--- src/rtl/mips_pkg.sv ---
// Shared definitions for the multicycle MIPS controller: ALU codes, opcode/funct
// constants, FSM states and the registered instruction class.
package mips_pkg;

    typedef logic [3:0] alu_op_t;

    localparam alu_op_t op_nop = 4'd0;
    localparam alu_op_t op_add = 4'd1;
    localparam alu_op_t op_sub = 4'd2;
    localparam alu_op_t op_and = 4'd3;
    localparam alu_op_t op_or  = 4'd4;
    localparam alu_op_t op_xor = 4'd5;
    localparam alu_op_t op_nor = 4'd6;
    localparam alu_op_t op_slt = 4'd7;
    localparam alu_op_t op_sll = 4'd8;
    localparam alu_op_t op_srl = 4'd9;
    localparam alu_op_t op_beq = 4'd10;
    localparam alu_op_t op_bne = 4'd11;

    localparam logic [5:0] opc_rtype = 6'h00;
    localparam logic [5:0] opc_j     = 6'h02;
    localparam logic [5:0] opc_jal   = 6'h03;
    localparam logic [5:0] opc_beq   = 6'h04;
    localparam logic [5:0] opc_bne   = 6'h05;
    localparam logic [5:0] opc_addi  = 6'h08;
    localparam logic [5:0] opc_slti  = 6'h0A;
    localparam logic [5:0] opc_andi  = 6'h0C;
    localparam logic [5:0] opc_lh    = 6'h21;
    localparam logic [5:0] opc_lw    = 6'h23;
    localparam logic [5:0] opc_sh    = 6'h29;
    localparam logic [5:0] opc_sw    = 6'h2B;

    localparam logic [5:0] fn_sll  = 6'h00;
    localparam logic [5:0] fn_srl  = 6'h02;
    localparam logic [5:0] fn_jr   = 6'h08;
    localparam logic [5:0] fn_jalr = 6'h09;
    localparam logic [5:0] fn_add  = 6'h20;
    localparam logic [5:0] fn_sub  = 6'h22;
    localparam logic [5:0] fn_and  = 6'h24;
    localparam logic [5:0] fn_or   = 6'h25;
    localparam logic [5:0] fn_xor  = 6'h26;
    localparam logic [5:0] fn_nor  = 6'h27;
    localparam logic [5:0] fn_slt  = 6'h2A;

    typedef enum logic [2:0] {
        ST_FETCH, ST_DECODE, ST_EXEC, ST_MEM, ST_WB, ST_TRAP
    } state_t;

    typedef enum logic [3:0] {
        CLS_ALU, CLS_IMM, CLS_BRANCH, CLS_JUMP, CLS_JAL, CLS_JR, CLS_JALR,
        CLS_LOAD, CLS_LOAD_H, CLS_STORE, CLS_STORE_H
    } instr_class_t;

    function automatic logic is_load(instr_class_t c);
        return (c == CLS_LOAD) || (c == CLS_LOAD_H);
    endfunction

    function automatic logic is_store(instr_class_t c);
        return (c == CLS_STORE) || (c == CLS_STORE_H);
    endfunction

    function automatic logic is_half(instr_class_t c);
        return (c == CLS_LOAD_H) || (c == CLS_STORE_H);
    endfunction

endpackage

--- src/rtl/mips_decode.sv ---
// Combinational instruction decoder: opcode/funct to class, ALU code and legality.
module mips_decode
    import mips_pkg::*;
#(
    parameter int HALF_EN = 1
) (
    input  logic [5:0]   opcode,
    input  logic [5:0]   funct,
    output instr_class_t cls,
    output alu_op_t      alu_op,
    output logic         valid
);

    always_comb begin
        cls    = CLS_ALU;
        alu_op = op_nop;
        valid  = 1'b1;
        case (opcode)
            opc_rtype: begin
                case (funct)
                    fn_add:  alu_op = op_add;
                    fn_sub:  alu_op = op_sub;
                    fn_and:  alu_op = op_and;
                    fn_or:   alu_op = op_or;
                    fn_xor:  alu_op = op_xor;
                    fn_nor:  alu_op = op_nor;
                    fn_slt:  alu_op = op_slt;
                    fn_sll:  alu_op = op_sll;
                    fn_srl:  alu_op = op_srl;
                    fn_jr:   cls = CLS_JR;
                    fn_jalr: cls = CLS_JALR;
                    default: valid = 1'b0;
                endcase
            end
            opc_addi: begin cls = CLS_IMM;    alu_op = op_add; end
            opc_andi: begin cls = CLS_IMM;    alu_op = op_and; end
            opc_slti: begin cls = CLS_IMM;    alu_op = op_slt; end
            opc_beq:  begin cls = CLS_BRANCH; alu_op = op_beq; end
            opc_bne:  begin cls = CLS_BRANCH; alu_op = op_bne; end
            opc_j:    cls = CLS_JUMP;
            opc_jal:  cls = CLS_JAL;
            opc_lw:   begin cls = CLS_LOAD;   alu_op = op_add; end
            opc_sw:   begin cls = CLS_STORE;  alu_op = op_add; end
            opc_lh:   begin cls = CLS_LOAD_H;  alu_op = op_add; valid = (HALF_EN != 0); end
            opc_sh:   begin cls = CLS_STORE_H; alu_op = op_add; valid = (HALF_EN != 0); end
            default:  valid = 1'b0;
        endcase
    end

endmodule

--- src/rtl/mips_mc_controller.sv ---
// Multicycle MIPS control FSM sequencing fetch/decode/execute/memory/writeback
// over a request/ready memory port, with timeout and illegal-instruction traps.
module mips_mc_controller
    import mips_pkg::*;
#(
    parameter int ALUOP_W     = 4,
    parameter int MEM_TIMEOUT = 255,
    parameter int HALF_EN     = 1
) (
    input  logic               clk,
    input  logic               rst_n,
    input  logic [5:0]         opcode,
    input  logic [5:0]         funct,
    input  logic               mem_ready,
    output logic               mem_req,
    output logic               mem_we,
    output logic               mem_half,
    output logic               iord,
    output logic               ir_write,
    output logic               pc_write,
    output logic               reg_imm,
    output logic               mem_to_reg,
    output logic               reg_write,
    output logic               jump,
    output logic               branch,
    output logic               jal,
    output logic               jr,
    output logic [ALUOP_W-1:0] alu_op,
    output logic               busy,
    output logic               illegal,
    output logic               bus_err
);

    localparam int CNT_W = (MEM_TIMEOUT > 0) ? $clog2(MEM_TIMEOUT + 1) : 1;

    state_t       state, state_next;
    instr_class_t cls_q, dec_cls;
    alu_op_t      alu_q, dec_alu, alu_sel;
    logic         dec_valid;
    logic [CNT_W-1:0] wait_cnt;
    logic         in_wait, entering_wait, timeout_hit;

    mips_decode #(.HALF_EN(HALF_EN)) u_decode (
        .opcode (opcode),
        .funct  (funct),
        .cls    (dec_cls),
        .alu_op (dec_alu),
        .valid  (dec_valid)
    );

    assign in_wait       = (state == ST_FETCH) || (state == ST_MEM);
    assign entering_wait = (state_next != state) &&
                           ((state_next == ST_FETCH) || (state_next == ST_MEM));
    // Expiry only when ready is still low; a completing access wins the tie.
    assign timeout_hit   = (MEM_TIMEOUT != 0) && in_wait && !mem_ready &&
                           (wait_cnt == CNT_W'(MEM_TIMEOUT));

    always_ff @(posedge clk or negedge rst_n) begin
        if (!rst_n) state <= ST_FETCH;
        else        state <= state_next;
    end

    always_comb begin
        state_next = state;
        case (state)
            ST_FETCH:  if (mem_ready) state_next = ST_DECODE;
                       else if (timeout_hit) state_next = ST_TRAP;
            ST_DECODE: state_next = dec_valid ? ST_EXEC : ST_TRAP;
            ST_EXEC: begin
                case (cls_q)
                    CLS_ALU, CLS_IMM, CLS_JAL, CLS_JALR:         state_next = ST_WB;
                    CLS_LOAD, CLS_LOAD_H, CLS_STORE, CLS_STORE_H: state_next = ST_MEM;
                    default:                                     state_next = ST_FETCH;
                endcase
            end
            ST_MEM:    if (mem_ready) state_next = is_load(cls_q) ? ST_WB : ST_FETCH;
                       else if (timeout_hit) state_next = ST_TRAP;
            ST_WB:     state_next = ST_FETCH;
            default:   state_next = ST_TRAP;
        endcase
    end

    always_ff @(posedge clk or negedge rst_n) begin
        if (!rst_n) begin
            cls_q    <= CLS_ALU;
            alu_q    <= op_nop;
            wait_cnt <= '0;
            illegal  <= 1'b0;
            bus_err  <= 1'b0;
        end else begin
            if (state == ST_DECODE) begin
                cls_q <= dec_cls;
                alu_q <= dec_alu;
                if (!dec_valid) illegal <= 1'b1;
            end
            if (timeout_hit) bus_err <= 1'b1;
            if (entering_wait)
                wait_cnt <= '0;
            else if (in_wait && !mem_ready && (wait_cnt != '1))
                wait_cnt <= wait_cnt + 1'b1;
        end
    end

    // Enables are gated by rst_n so an in-flight request drops as soon as reset asserts.
    always_comb begin
        mem_req    = 1'b0;
        mem_we     = 1'b0;
        mem_half   = 1'b0;
        iord       = 1'b0;
        ir_write   = 1'b0;
        pc_write   = 1'b0;
        reg_imm    = 1'b0;
        mem_to_reg = 1'b0;
        reg_write  = 1'b0;
        jump       = 1'b0;
        branch     = 1'b0;
        jal        = 1'b0;
        jr         = 1'b0;
        alu_sel    = op_nop;
        busy       = (state != ST_TRAP);
        if (rst_n) begin
            case (state)
                ST_FETCH: begin
                    mem_req  = 1'b1;
                    ir_write = mem_ready;
                    pc_write = mem_ready;
                end
                ST_EXEC: begin
                    alu_sel = alu_q;
                    reg_imm = (cls_q == CLS_IMM) || is_load(cls_q) || is_store(cls_q);
                    branch  = (cls_q == CLS_BRANCH);
                    jump    = (cls_q == CLS_JUMP) || (cls_q == CLS_JAL);
                    jal     = (cls_q == CLS_JAL) || (cls_q == CLS_JALR);
                    jr      = (cls_q == CLS_JR) || (cls_q == CLS_JALR);
                end
                ST_MEM: begin
                    mem_req  = 1'b1;
                    iord     = 1'b1;
                    alu_sel  = op_add;
                    reg_imm  = 1'b1;
                    mem_we   = is_store(cls_q);
                    mem_half = is_half(cls_q);
                end
                ST_WB: begin
                    reg_write  = 1'b1;
                    mem_to_reg = is_load(cls_q);
                    jal        = (cls_q == CLS_JAL) || (cls_q == CLS_JALR);
                    jr         = (cls_q == CLS_JALR);
                end
                default: ;
            endcase
        end
    end

    assign alu_op = ALUOP_W'(alu_sel);

endmodule

--- config.mk ---
export PLATFORM = sky130hd
export DESIGN_NAME = mips_mc_controller
export DESIGN_NICKNAME = d
export VERILOG_FILES = /design/src/rtl/mips_pkg.sv /design/src/rtl/mips_decode.sv /design/src/rtl/mips_mc_controller.sv
export SDC_FILE = /design/constraint.sdc
export NUM_CORES = 1
export LEC_CHECK = 0
export ABC_AREA = 1
export ABC_CLOCK_PERIOD_IN_PS = 2160
export CORE_UTILIZATION = 51
export DETAILED_ROUTE_END_ITERATION = 7
export GPL_TIMING_DRIVEN = 0
export PLACE_DENSITY = 0.89
export SLEW_MARGIN = 20
export SYNTH_ARGS = -nofsm -noshare
export SYNTH_HDL_FRONTEND = slang
export SYNTH_SLANG_ARGS = --single-unit
export TNS_END_PERCENT = 20
--- constraint.sdc ---
create_clock -name clk -period 2.16 [get_ports clk]
set_clock_uncertainty 0.05 [all_clocks]
set_input_delay 0.324 -clock clk [delete_from_list [all_inputs] [get_ports clk]]
set_output_delay 0.324 -clock clk [all_outputs]
set_load 0.01 [all_outputs]
# [Yosys cells after proc, flatten, opt, wreduce, memory -nomap -nowiden]
# Memories as Yosys holds them, arrays and structs flattened.
# Index checks and enable logic that the tools add are counted.
[word_totals] n_memories=1 wordCells=117 input_bits=15 ff_bits=21 out_inout_bits=20 mem_bits_ro=48
[mem_list] memory="(name not given)" words=16 width=3 rd=1 rd_ports_with_merged_regs=0 write_ports=0 line="mips_mc_controller.sv:70" source="case (cls_q)"
[op_classes] n_mux=40 bitwise_logic=1 eq_ne=40 reduce_logical=28 n_addsub=1
[ops] operator="$pmux 4 s9" count=2
[ops] operator="$eq 6x6->1 const B" count=11
[ops] operator="$eq 6x4->1 const B" count=5
[ops] operator="$pmux 4 s6" count=1
[ops] operator="$mux 1" count=23
[ops] operator="$reduce_or 11->1" count=2
[ops] operator="$eq 6x2->1 const B" count=3
[ops] operator="$eq 4x3->1 const B" count=4
[ops] operator="$mux 8" count=2
[ops] operator="$mux 3" count=5
[ops] operator="$pmux 3 s5" count=1
[ops] operator="$eq 4x4->1 const B" count=3
[ops] operator="$eq 6x3->1 const B" count=2
[ops] operator="$logic_not 6->1" count=2
[ops] operator="$logic_or 1x1->1" count=10
[ops] operator="$eq 3x2->1 const B" count=3
[ops] operator="$add 8x1->8 const B" count=1
[ops] operator="$eq 4x2->1 const B" count=2
[ops] operator="$eq 8x8->1 const B" count=1
[ops] operator="$ne 8x8->1 const B" count=1
[ops] operator="$pmux 4 s2" count=1
[ops] operator="$logic_not 3->1" count=2
[ops] operator="$pmux 1 s2" count=3
[ops] operator="$pmux 3 s2" count=1
[ops] operator="14 further kinds" count=19

# [Logic depth before layout (Yosys ltp)]
# Gate-level depths: netlist (run 1).
[logic_depth] ltp_word=11 ltp_mapped=14 depth_no_buf=14

# [Hierarchy]
# A second synthesis (run 1) with hierarchy kept.
[hier_totals] hier_cells=281 area_unflattened_um2=1806.7
[modules_own_cells] module="mips_mc_controller" seq_area_each_um2=525.5 area_each_um2=1373.8 n_inst=1 cells_per_inst=191
[modules_own_cells] module="mips_decode" seq_area_each_um2=0.0 area_each_um2=432.9 n_inst=1 cells_per_inst=90

# [Worst setup path before layout (run 1)]
# Ideal clock, no wire load.
[synth_path] path_type="register to output" startpoint="register state[2]" endpoint="output branch" slack_ps=389 path_stages_with_launch=6 required_ps=1786 n_path_buf=0 arrival_ps=1397 path_cell_list="dfrtp_1 -> nor3_1 -> inv_1 -> nor2_1 -> inv_1 -> nor4_1"
[synth_between] elab_chain_len=3
[synth_lines] element="start, declared" line="mips_mc_controller.sv:36" source="state_t state, state_next;"
[synth_lines] element="start signal, assigned" line="mips_mc_controller.sv:60" source="else state <= state_next;"
[synth_lines] element="$eq 3x2->1" line="mips_mc_controller.sv:122" source="case (state)"
[synth_lines] element="$mux 1" line="mips_mc_controller.sv:122"
[synth_lines] element="$mux 1" line="mips_mc_controller.sv:121" source="if (rst_n) begin"
[synth_lines] element="end, declared" line="mips_mc_controller.sv:25" source="output logic branch,"
# No other way between the ends.

# [Final worst setup path (run 1)]
[layout_path] startpoint="register state[2]" endpoint="output mem_we"
[layout_between] elab_chain_len=3
[layout_lines] element="$eq 3x2->1" line="mips_mc_controller.sv:122"
[layout_lines] element="$mux 1" line="mips_mc_controller.sv:122"
[layout_lines] element="$mux 1" line="mips_mc_controller.sv:121"
[layout_lines] element="end, declared" line="mips_mc_controller.sv:16" source="output logic mem_we,"
# No other way between the ends.

==> results of run 1 <==
[power by group through the flow]
stage / clock network (mW) / logic (mW) / registers, mW
global placement: 0 / 0.0901 / 0.402
detailed placement: 0 / 0.0912 / 0.402
CTS: 0.198 / 0.0909 / 0.396
global route: 0.211 / 0.106 / 0.397
floorplan: 0 / 0.0424 / 0.402
finish: 0.194 / 0.0940 / 0.396
[through the flow]
step | instances | setup TNS (ns) | setup WS [ns] | area (µm²)
floorplan | 274 | 0 | 0.389 | 1710
global placement | 352 | -16.42 | -1.14 | 2100
detailed placement | 352 | -17.70 | -1.19 | 2100
CTS | 358 | -0.306 | -0.142 | 2170
global route | 358 | -0.907 | -0.162 | 2210
finish | 358 | -0.219 | -0.0979 | 2210
[cells in the final DEF, fill, tap and decap left out, types with 3 or more instances in the layout]
cell type	instances
nor2_2	4
dlygate4sd2_1	9
nor2_4	4
dfrtp_2	4
or2_2	3
dfrtp_1	17
nor2_1	34
nand2_2	6
nand4_1	5
nand3_1	24
nand2_1	64
dlymetal6s2s_1	3
inv_2	3
clkdlybuf4s50_1	20
clkbuf_4	3
buf_4	4
a21oi_1	8
inv_1	52
o21ai_0	15
xor2_1	4
[cells in the mapped netlist (all sizes together)]
| cell | n |
|---|---|
| buf | 1 |
| a41oi | 1 |
| nor2 | 42 |
| nand4 | 5 |
| a21oi | 9 |
| o2111ai | 2 |
| xor2 | 4 |
| or2 | 3 |
| ha | 1 |
| nor3 | 5 |
| clkbuf | 2 |
| o21ai | 16 |
| xnor2 | 2 |
| a32oi | 1 |
| dfrtp | 21 |
| nor4 | 3 |
| a31oi | 2 |
| nand2 | 70 |
| a221oi | 1 |
| o22ai | 2 |
| nand3 | 26 |
| inv | 55 |
[routing by layer]
layer / wire length (µm) / vias to the layer above / global-route usage
li1: - / 955 / -
met2: 1910 / 73 / 0.416
met4: 40 / 0 / 0.0764
met5: 0 / - / 0
met3: 208 / 4 / 0.0216
met1: 1850 / 811 / 0.332
[tightest hold or removal path, delay by kind of cell, from the launching register on]
kind	cells	cell delay (ns)
DFF	1	0.36
buffers and inverters	1	0.05
and+or+nand+nor	1	0.05
[layout make-up]
cell class	instances	area [µm²]	area share
multi-input combinational	195	1020	0.461
sequential	21	531	0.240
timing repair buffer	37	360	0.163
inverter	55	206	0.0934
tap	44	55.1	0.0249
clock buffer	3	22.5	0.0102
buffer	2	11.3	0.00509
clock inverter	1	5.00	0.00226
[state kept, by name, indices dropped and copies added, names as in the netlist]
| signal | cells |
|---|---|
| alu_q | 4 |
| state | 3 |
| bus_err | 1 |
| illegal | 1 |
| cls_q | 4 |
| wait_cnt | 8 |
[worst max-delay path by stage]
stage	end	slack (ns)	depth (start not counted)
floorplan	branch	0.39	5
global placement	branch	-1.14	6
detailed placement	branch	-1.19	6
CTS	reg_imm	-0.14	6
global route	mem_we	-0.16	6
finish	mem_we	-0.1	6
[repair_timing]
item	CTS	global route
hold buffers	1	0
pin swaps	0	1
endpoints found under the setup margin	17	17
gates resized for setup	28	11
buffers inserted	2	0
hold endpoints to repair	21	0
[cell families after synthesis]
group | count (synthesis) | share of synthesized area
XOR/XNOR | 6 | 0.0307
adder cells (fa/ha/maj) | 1 | 0.00732
AO/OA/AOI/OAI | 34 | 0.116
buffers and inverters | 58 | 0.130
AND/OR/NAND/NOR | 154 | 0.409
flip-flops | 21 | 0.307
==> impl_results.md, run 1 <==
* Worst Setup SP: state[2]
* Sw Ratio at 0.266
* Critical Path AT at 1.88 ns
* Avg WL per Cell at 11.2 µm
* Fmax at 0.443 GHz
* Clock Power Share at 0.284
* # DRC at 0
* Status: finished, violations left
* Failing checks: negative setup slack
* Clock-pin slew on the worst setup and hold paths at 0.12 ns
* CTS tree: built
* WHS at 0.427 ns
* #FFs+latches synth at 21
* Power after layout at 0.684 mW
* Fillers at 250
* # setup viols final at 5
* Worst R2R End: wait_cnt[0]
* Die X-Extent at 59.9 µm
* Sequential-to-total area share from yosys stat at 0.307
* Largest buffer count on any clock path at 2
* Sequential power share at 0.579
* Post-synth cell types at 31
* PwrDens at 310 nW/µm²
* Post-Synthesis Net Count at 290
* Largest cells by area after synthesis: dfrtp_1 (31%), nand2_1 (14%), inv_1 (12%)
* Max-slew violations at 0
* Hold Path Origin: bus_err
* Worst R2R Path Depth at 13
* Startpoint types: flop
* Share of cells above drive strength 1 at 0.131
* IO buf count at 34
* Routed vias at 1843
* Core region area at 3130 µm²
* Initial antenna violation count at 0
* Yosys warns at 0
* TritonRoute pass-1 iters at 4
* Root buffer cell: clkbuf_4
* Core Rows at 20
* First-iteration detailed-routing DRC count at 109
* Vias per inst at 5.15
* Vias in the first global route at 1615
* GRT Total Usage at 0.246
* Worst Setup End Kind: output port
* Worst r2r src: wait_cnt[0]
* Mapped Avg Cell Area at 6.24 µm²
* Grt ovf at 0
* WHS Endpoint: bus_err
* Largest net degree at the start of global routing at 22
* H-tree depth at 1
* HP Class: reg -> reg
* DP Wirelength at 3040 µm
* Period Utilization, post-route at 1.05
* Crit-path max FO at 7
* Die ar. at 3590 µm²
* Pleak at 1.25 nW
* CTS Sinks at 21
* Worst-path cell chain: inv_2 > nand3_2 > nor2_2 > inv_1 > nor2_1 > clkdlybuf4s50_1
* First-pass GRT wire length at 6710 µm
* Cts bufs inserted at 3
* Mapped Cells at 274
* Gpl congestion at 0.991
* Ports at 35
* # diodes at 0
* Worst path top cell family by delay: buffers and inverters
* Yosys top cell by area: dfrtp_1
* WHS Path Cells at 2
* Final #Nets at 331
* Relative slew slack at 0.354
* Max cap viols at 0
* Die Ht at 59.9 µm
* Area growth from synthesis to layout at 29.4%
* RSZ-0062 raised after global routing: true
* Starting Density at 0.546
* CP Class: reg -> out
* Worst setup margin at -0.0979 ns
* Worst-Skew Late Latency at 0.31 ns
* Master of the slowest instance on the critical path: clkdlybuf4s50_1
* Synthesized area at 1710 µm²
* Layout Utilization at 0.707
* Sw power at 0.182 mW
* Final WL at 4010 µm
* P_int at 0.502 mW
* Reg2reg setup slack at 0.23 ns
* Top-area cell type share of the netlist area at 0.307
* ANT nets after route at 0
* Final number of hold-violating endpoints at 0
* Worst Max-Slew Pin Slew at 0.965 ns
* Combinational Power Share at 0.137
* Worst path bufs/invs at 3
* Required @ worst endpoint at 1.79 ns
* Period minus WS final at 2.26 ns
* Worst VDD drop at 0.000174 V
* CP max stage delay at 0.53 ns
No activity file was read; power rests on OpenSTA's default activity.
==> inputs of run 2 (changes only) <==
--- a/config.mk
+++ b/config.mk
@@ -6,8 +6,9 @@
 export NUM_CORES = 1
 export LEC_CHECK = 0
 export ABC_AREA = 1
-export ABC_CLOCK_PERIOD_IN_PS = 2160
+export ABC_CLOCK_PERIOD_IN_PS = 2200
 export CORE_UTILIZATION = 51
+export CTS_CLUSTER_DIAMETER = 200
 export DETAILED_ROUTE_END_ITERATION = 7
 export GPL_TIMING_DRIVEN = 0
 export PLACE_DENSITY = 0.89
==> constraint.sdc (replaced) <==
create_clock -name clk -period 2.2 [get_ports clk]
set_clock_uncertainty 0.05 [all_clocks]
set_input_delay 0.33 -clock clk [delete_from_list [all_inputs] [get_ports clk]]
set_output_delay 0.33 -clock clk [all_outputs]
set_load 0.01 [all_outputs]
==> run 2 against run 1 <==
  * The run still ends with negative setup slack left
  * Critical path type unchanged
  * Combinational power fell by 2.9%
  * Count of clock-buffer cells in the layout did not move
  * Critical path depth did not move
  * Highest routed layer unchanged
  * Die area did not move
  * Via count fell by 0.38%
==> impl_results.md, run 2 (synthesis results as in run 1) <==
* Worst VDD drop at 0.000170 V
* Routed vias at 1836
* Power after layout at 0.670 mW
* Area taken by multi-input logic gates at 1010 µm²
* CP Capture Point: mem_we
* Final #Nets at 331
* Clock-pin slew on the worst setup and hold paths at 0.12 ns
* Worst-Skew Late Latency at 0.31 ns
* Pleak at 1.25 nW
* Core region area at 3130 µm²
* # DRC at 0
* ANT nets after route at 0
* Area growth from synthesis to layout at 29.0%
* Ports at 35
* First-iteration detailed-routing DRC count at 128
* Die ar. at 3590 µm²
* Vias per inst at 5.13
* TritonRoute pass-1 iters at 4
* Avg WL per Cell at 11.1 µm
* Max-slew violations at 0
* Fillers at 255
* HP Class: reg -> reg
* Fmax at 0.443 GHz
* CTS tree: built
* Biggest register: wait_cnt
* Startpoint types: flop
* Largest buffer count on any clock path at 2
* # diodes at 0
* Status: finished, violations left
* H-tree depth at 1
* Post-route cell area at 2200 µm²
* CP Class: reg -> out
* Relative slew slack at 0.349
* Gpl congestion at 0.991
* Largest net degree at the start of global routing at 22
* First-pass GRT wire length at 6710 µm
* Worst Setup End Kind: output port
* Reg2reg setup slack at 0.21 ns
* Top flop regs: wait_cnt: 8 flops, alu_q: 4 flops, cls_q: 4 flops
* Share of cells above drive strength 1 at 0.127
* Commonest non-fill, non-tap cell in the layout: nand2_1
* Grt ovf at 0
* Die Ht at 59.9 µm
* Sum Neg Setup Slack at -0.0944 ns
* Die X-Extent at 59.9 µm
* DP Wirelength at 3040 µm
* Final WL at 3990 µm
* WHS at 0.428 ns
* Vias in the first global route at 1615
* Worst Max-Slew Pin Slew at 0.973 ns
* DP Area at 2100 µm²
* Worst setup margin at -0.0552 ns
* Worst Setup SP: state[2]
* Required @ worst endpoint at 1.82 ns
* Cts bufs inserted at 3
* Max cap viols at 0
* Period Utilization, post-route at 1.03
* Initial antenna violation count at 0
* Worst r2r src: wait_cnt[1]
* Number of flip-flops under the largest register name at 8
* Setup slack at placement at -1.17 ns
* Period minus WS final at 2.26 ns
* # setup viols final at 2
* RSZ-0062 raised after global routing: true
* Core Rows at 20
* Root buffer cell: clkbuf_4
* CTS Sinks at 21
* GRT Total Usage at 0.246
* Most frequent cells in the layout: nand2_1 (64), inv_1 (52), nor2_1 (35), nand3_1 (24), clkdlybuf4s50_1 (21)
* Worst R2R End: wait_cnt[0]
* Final number of hold-violating endpoints at 0
* IO buf count at 34
* Starting Density at 0.546
* Critical Path AT at 1.88 ns
* Failing checks: negative setup slack
* PwrDens at 304 nW/µm²
* Worst R2R Path Depth at 14
* Crit-path max FO at 7
* Register Area at 531 µm²
-- run 2: cell count changes in the layout (fill, tap and decap cells not counted) --
cell             before  now
clkdlybuf4s50_1      20   21
nor2_1               34   35
nor2_4                4    3
dlygate4sd2_1         9    8
-- run 2: critical path, cell delays in order, from the launching register on --
cell and delay, ns:
dfrtp_2 0.47, inv_2 0.10, nand3_2 0.16, nor2_2 0.14, inv_1 0.06, nor2_1 0.10
clkdlybuf4s50_1 0.53
-- run 2: power by group --
| group | leakage (nW) | switching, mW | internal (mW) |
|---|---|---|---|
| Combinational | 0.994 | 0.0533 | 0.0380 |
| Clock | 0.0177 | 0.122 | 0.0679 |
| Sequential | 0.237 | 0.00233 | 0.387 |
-- run 2: repair_timing --
item,CTS,global route
gates resized for setup,27,9
hold buffers,1,0
hold endpoints to repair,21,0
buffers inserted,2,0
endpoints found under the setup margin,17,11
-- run 2: stage by stage --
step	utilization	cells
6_report	0.705	358
5_1_grt	0.705	358
4_1_cts	0.695	358
3_5_place_dp	0.673	352
3_3_place_gp	0.673	352
2_1_floorplan	-	274
-- run 2: routing by layer --
layer  vias to the layer above  part of all wire  wire, µm  GRT usage
met4                         0             0.012        46     0.0764
met3                         6             0.048       190     0.0216
met5                         -                 0         0          0
met1                       814              0.47      1860      0.332
met2                        59              0.47      1900      0.416
li1                        957                 -         -          -
-- run 2: how the worst min path moves through the flow --
stage                  from        to  depth (start not counted)
floorplan             rst_n  alu_q[0]                          0
global placement    bus_err   bus_err                          2
detailed placement  bus_err   bus_err                          2
CTS                 bus_err   bus_err                          2
global route        bus_err   bus_err                          2
finish              bus_err   bus_err                          2
-- run 2: final cells by class --
type	count	area share
Inverter	55	0.0936
Multi-Input combinational cell	195	0.459
Timing Repair Buffer	37	0.164
Tap cell	44	0.0250
Buffer	2	0.00511
Clock buffer	3	0.0102
Sequential cell	21	0.241
Clock inverter	1	0.00227
==> inputs of run 3 (changes only) <==
--- a/config.mk
+++ b/config.mk
@@ -6,7 +6,7 @@
 export NUM_CORES = 1
 export LEC_CHECK = 0
 export ABC_AREA = 1
-export ABC_CLOCK_PERIOD_IN_PS = 2200
+export ABC_CLOCK_PERIOD_IN_PS = 2100
 export CORE_UTILIZATION = 51
 export CTS_CLUSTER_DIAMETER = 200
 export DETAILED_ROUTE_END_ITERATION = 7
==> constraint.sdc (replaced) <==
create_clock -name clk -period 2.1 [get_ports clk]
set_clock_uncertainty 0.05 [all_clocks]
set_input_delay 0.315 -clock clk [delete_from_list [all_inputs] [get_ports clk]]
set_output_delay 0.315 -clock clk [all_outputs]
set_load 0.01 [all_outputs]
==> run 3 against run 2 <==
  * The run still ends with negative setup slack left
  * Core utilization grew 1.7 points
  * Largest power group unchanged
  * Wire length grew 11%
  * Setup slack gained 0.041 ns
  * Via count grew 6.6%
  * Largest cell class unchanged
  * Flip-flop and latch count is the same
  * Sequential power grew 5%
  * Worst hold slack gained 0.015 ns
  * Clock power grew 5%
  * First-iteration DRC count shrank 7.8%
  * Final cell count grew 1.4%
==> impl_results.md, run 3 (synthesis results as in run 1) <==
* Worst-Skew Late Latency at 0.31 ns
* Startpoint types: flop
* Critical Path AT at 1.75 ns
* Period minus WS final at 2.11 ns
* Final WL at 4450 µm
* Post-route cell area at 2260 µm²
* First-pass GRT wire length at 6930 µm
* Required @ worst endpoint at 1.74 ns
* Routed vias at 1958
* CTS tree: built
* Layout Utilization at 0.722
* Cts bufs inserted at 3
* Worst-path cell chain: inv_1 > nor3_4 > inv_1 > nor2_2 > inv_2 > nor4_2 > buf_2
* DP Area at 2100 µm²
* Vias per inst at 5.39
* Gpl congestion at 0.991
* Fillers at 238
* CP Class: reg -> out
* Final #Nets at 336
* RSZ-0062 raised after global routing: true
* Final number of hold-violating endpoints at 0
* Area taken by multi-input logic gates at 1050 µm²
* Largest net degree at the start of global routing at 22
* Sum Neg Setup Slack at -0.0143 ns
* Fmax at 0.473 GHz
* Grt ovf at 0
* First-iteration detailed-routing DRC count at 118
* Setup slack at placement at -1.24 ns
* Die X-Extent at 59.9 µm
* Worst path top cell family by delay: simple AND/OR/NAND/NOR gates
* WHS at 0.443 ns
* # DRC at 0
* HP Class: reg -> reg
* GRT Total Usage at 0.254
* Crit-path max FO at 5
* Share of cells above drive strength 1 at 0.188
* Die ar. at 3590 µm²
* Vias in the first global route at 1680
* TritonRoute pass-1 iters at 5
* ANT nets after route at 0
* Failing checks: negative setup slack
* Die Ht at 59.9 µm
* Root buffer cell: clkbuf_4
* Initial antenna violation count at 0
* Top flop regs: wait_cnt: 8 flops, alu_q: 4 flops, cls_q: 4 flops
* Top cell by count, worst path: inv_1
* Status: finished, violations left
* Period Utilization, post-route at 1.01
* CTS Sinks at 21
* Master of the slowest instance on the critical path: dfrtp_2
* Relative slew slack at 0.351
* # setup viols final at 1
* Worst VDD drop at 0.000179 V
* IO buf count at 34
* Area growth from synthesis to layout at 32.1%
* Clock-pin slew on the worst setup and hold paths at 0.12 ns
* Worst path bufs/invs at 4
* Core region area at 3130 µm²
* Worst Max-Slew Pin Slew at 0.971 ns
* Avg WL per Cell at 12.3 µm
* Register Area at 531 µm²
* Post-Layout Cell Count at 363
* Worst Setup End Kind: output port
* DP Wirelength at 3040 µm
* Number of flip-flops under the largest register name at 8
* Most frequent cells in the layout: nand2_1 (63), inv_1 (51), nor2_1 (30), nand3_1 (24), dfrtp_1 (17)
* Power after layout at 0.707 mW
* Commonest non-fill, non-tap cell in the layout: nand2_1
* Max cap viols at 0
* Core Rows at 20
* H-tree depth at 1
* Starting Density at 0.546
* Pleak at 1.34 nW
* Biggest register: wait_cnt
* Worst setup margin at -0.0143 ns
* CP max stage delay at 0.45 ns
* # diodes at 0
* Largest buffer count on any clock path at 2
* Max-slew violations at 0
* PwrDens at 313 nW/µm²
* Ports at 35
* Reg2reg setup slack at 0.09 ns
* DP Cell Count at 352
[run 3: what timing repair did]
item	4_1_cts	5_1_grt
setup endpoints to repair	17	21
buffers inserted	3	4
resized for setup	37	38
hold buffers	1	0
pin swaps	2	3
endpoints found under the hold margin	21	0
[run 3: layout make-up]
type | count | area share
Buffer | 2 | 0.00499
Clock buffer | 3 | 0.00997
Clock inverter | 1 | 0.00222
Inverter | 55 | 0.0925
Multi-Input combinational cell | 195 | 0.465
Sequential cell | 21 | 0.235
Tap cell | 44 | 0.0244
Timing Repair Buffer | 42 | 0.166
[run 3: power breakdown]
part	switching, mW	internal (mW)
registers	0.00240	0.405
clock network	0.128	0.0712
logic	0.0592	0.0403
total	0.190	0.517
[run 3: worst paths after layout]
path,startpoint,end,depth (start not counted)
min in group asynchronous,rst_n,bus_err,2
max in group asynchronous,rst_n,cls_q[0],2
setup reg to reg,state[1],wait_cnt[0],13
hold reg to reg,illegal,illegal,1
setup / recovery,state[1],branch,7
hold / removal,illegal,illegal,1
[run 3: per-layer routing]
layer  GRT usage  wire length (µm)  up-vias
met5           0                 0        -
met4       0.110               113        0
met3      0.0260               287       15
met2       0.425              2140      110
met1       0.332              1910      870
li1            -                 -      963
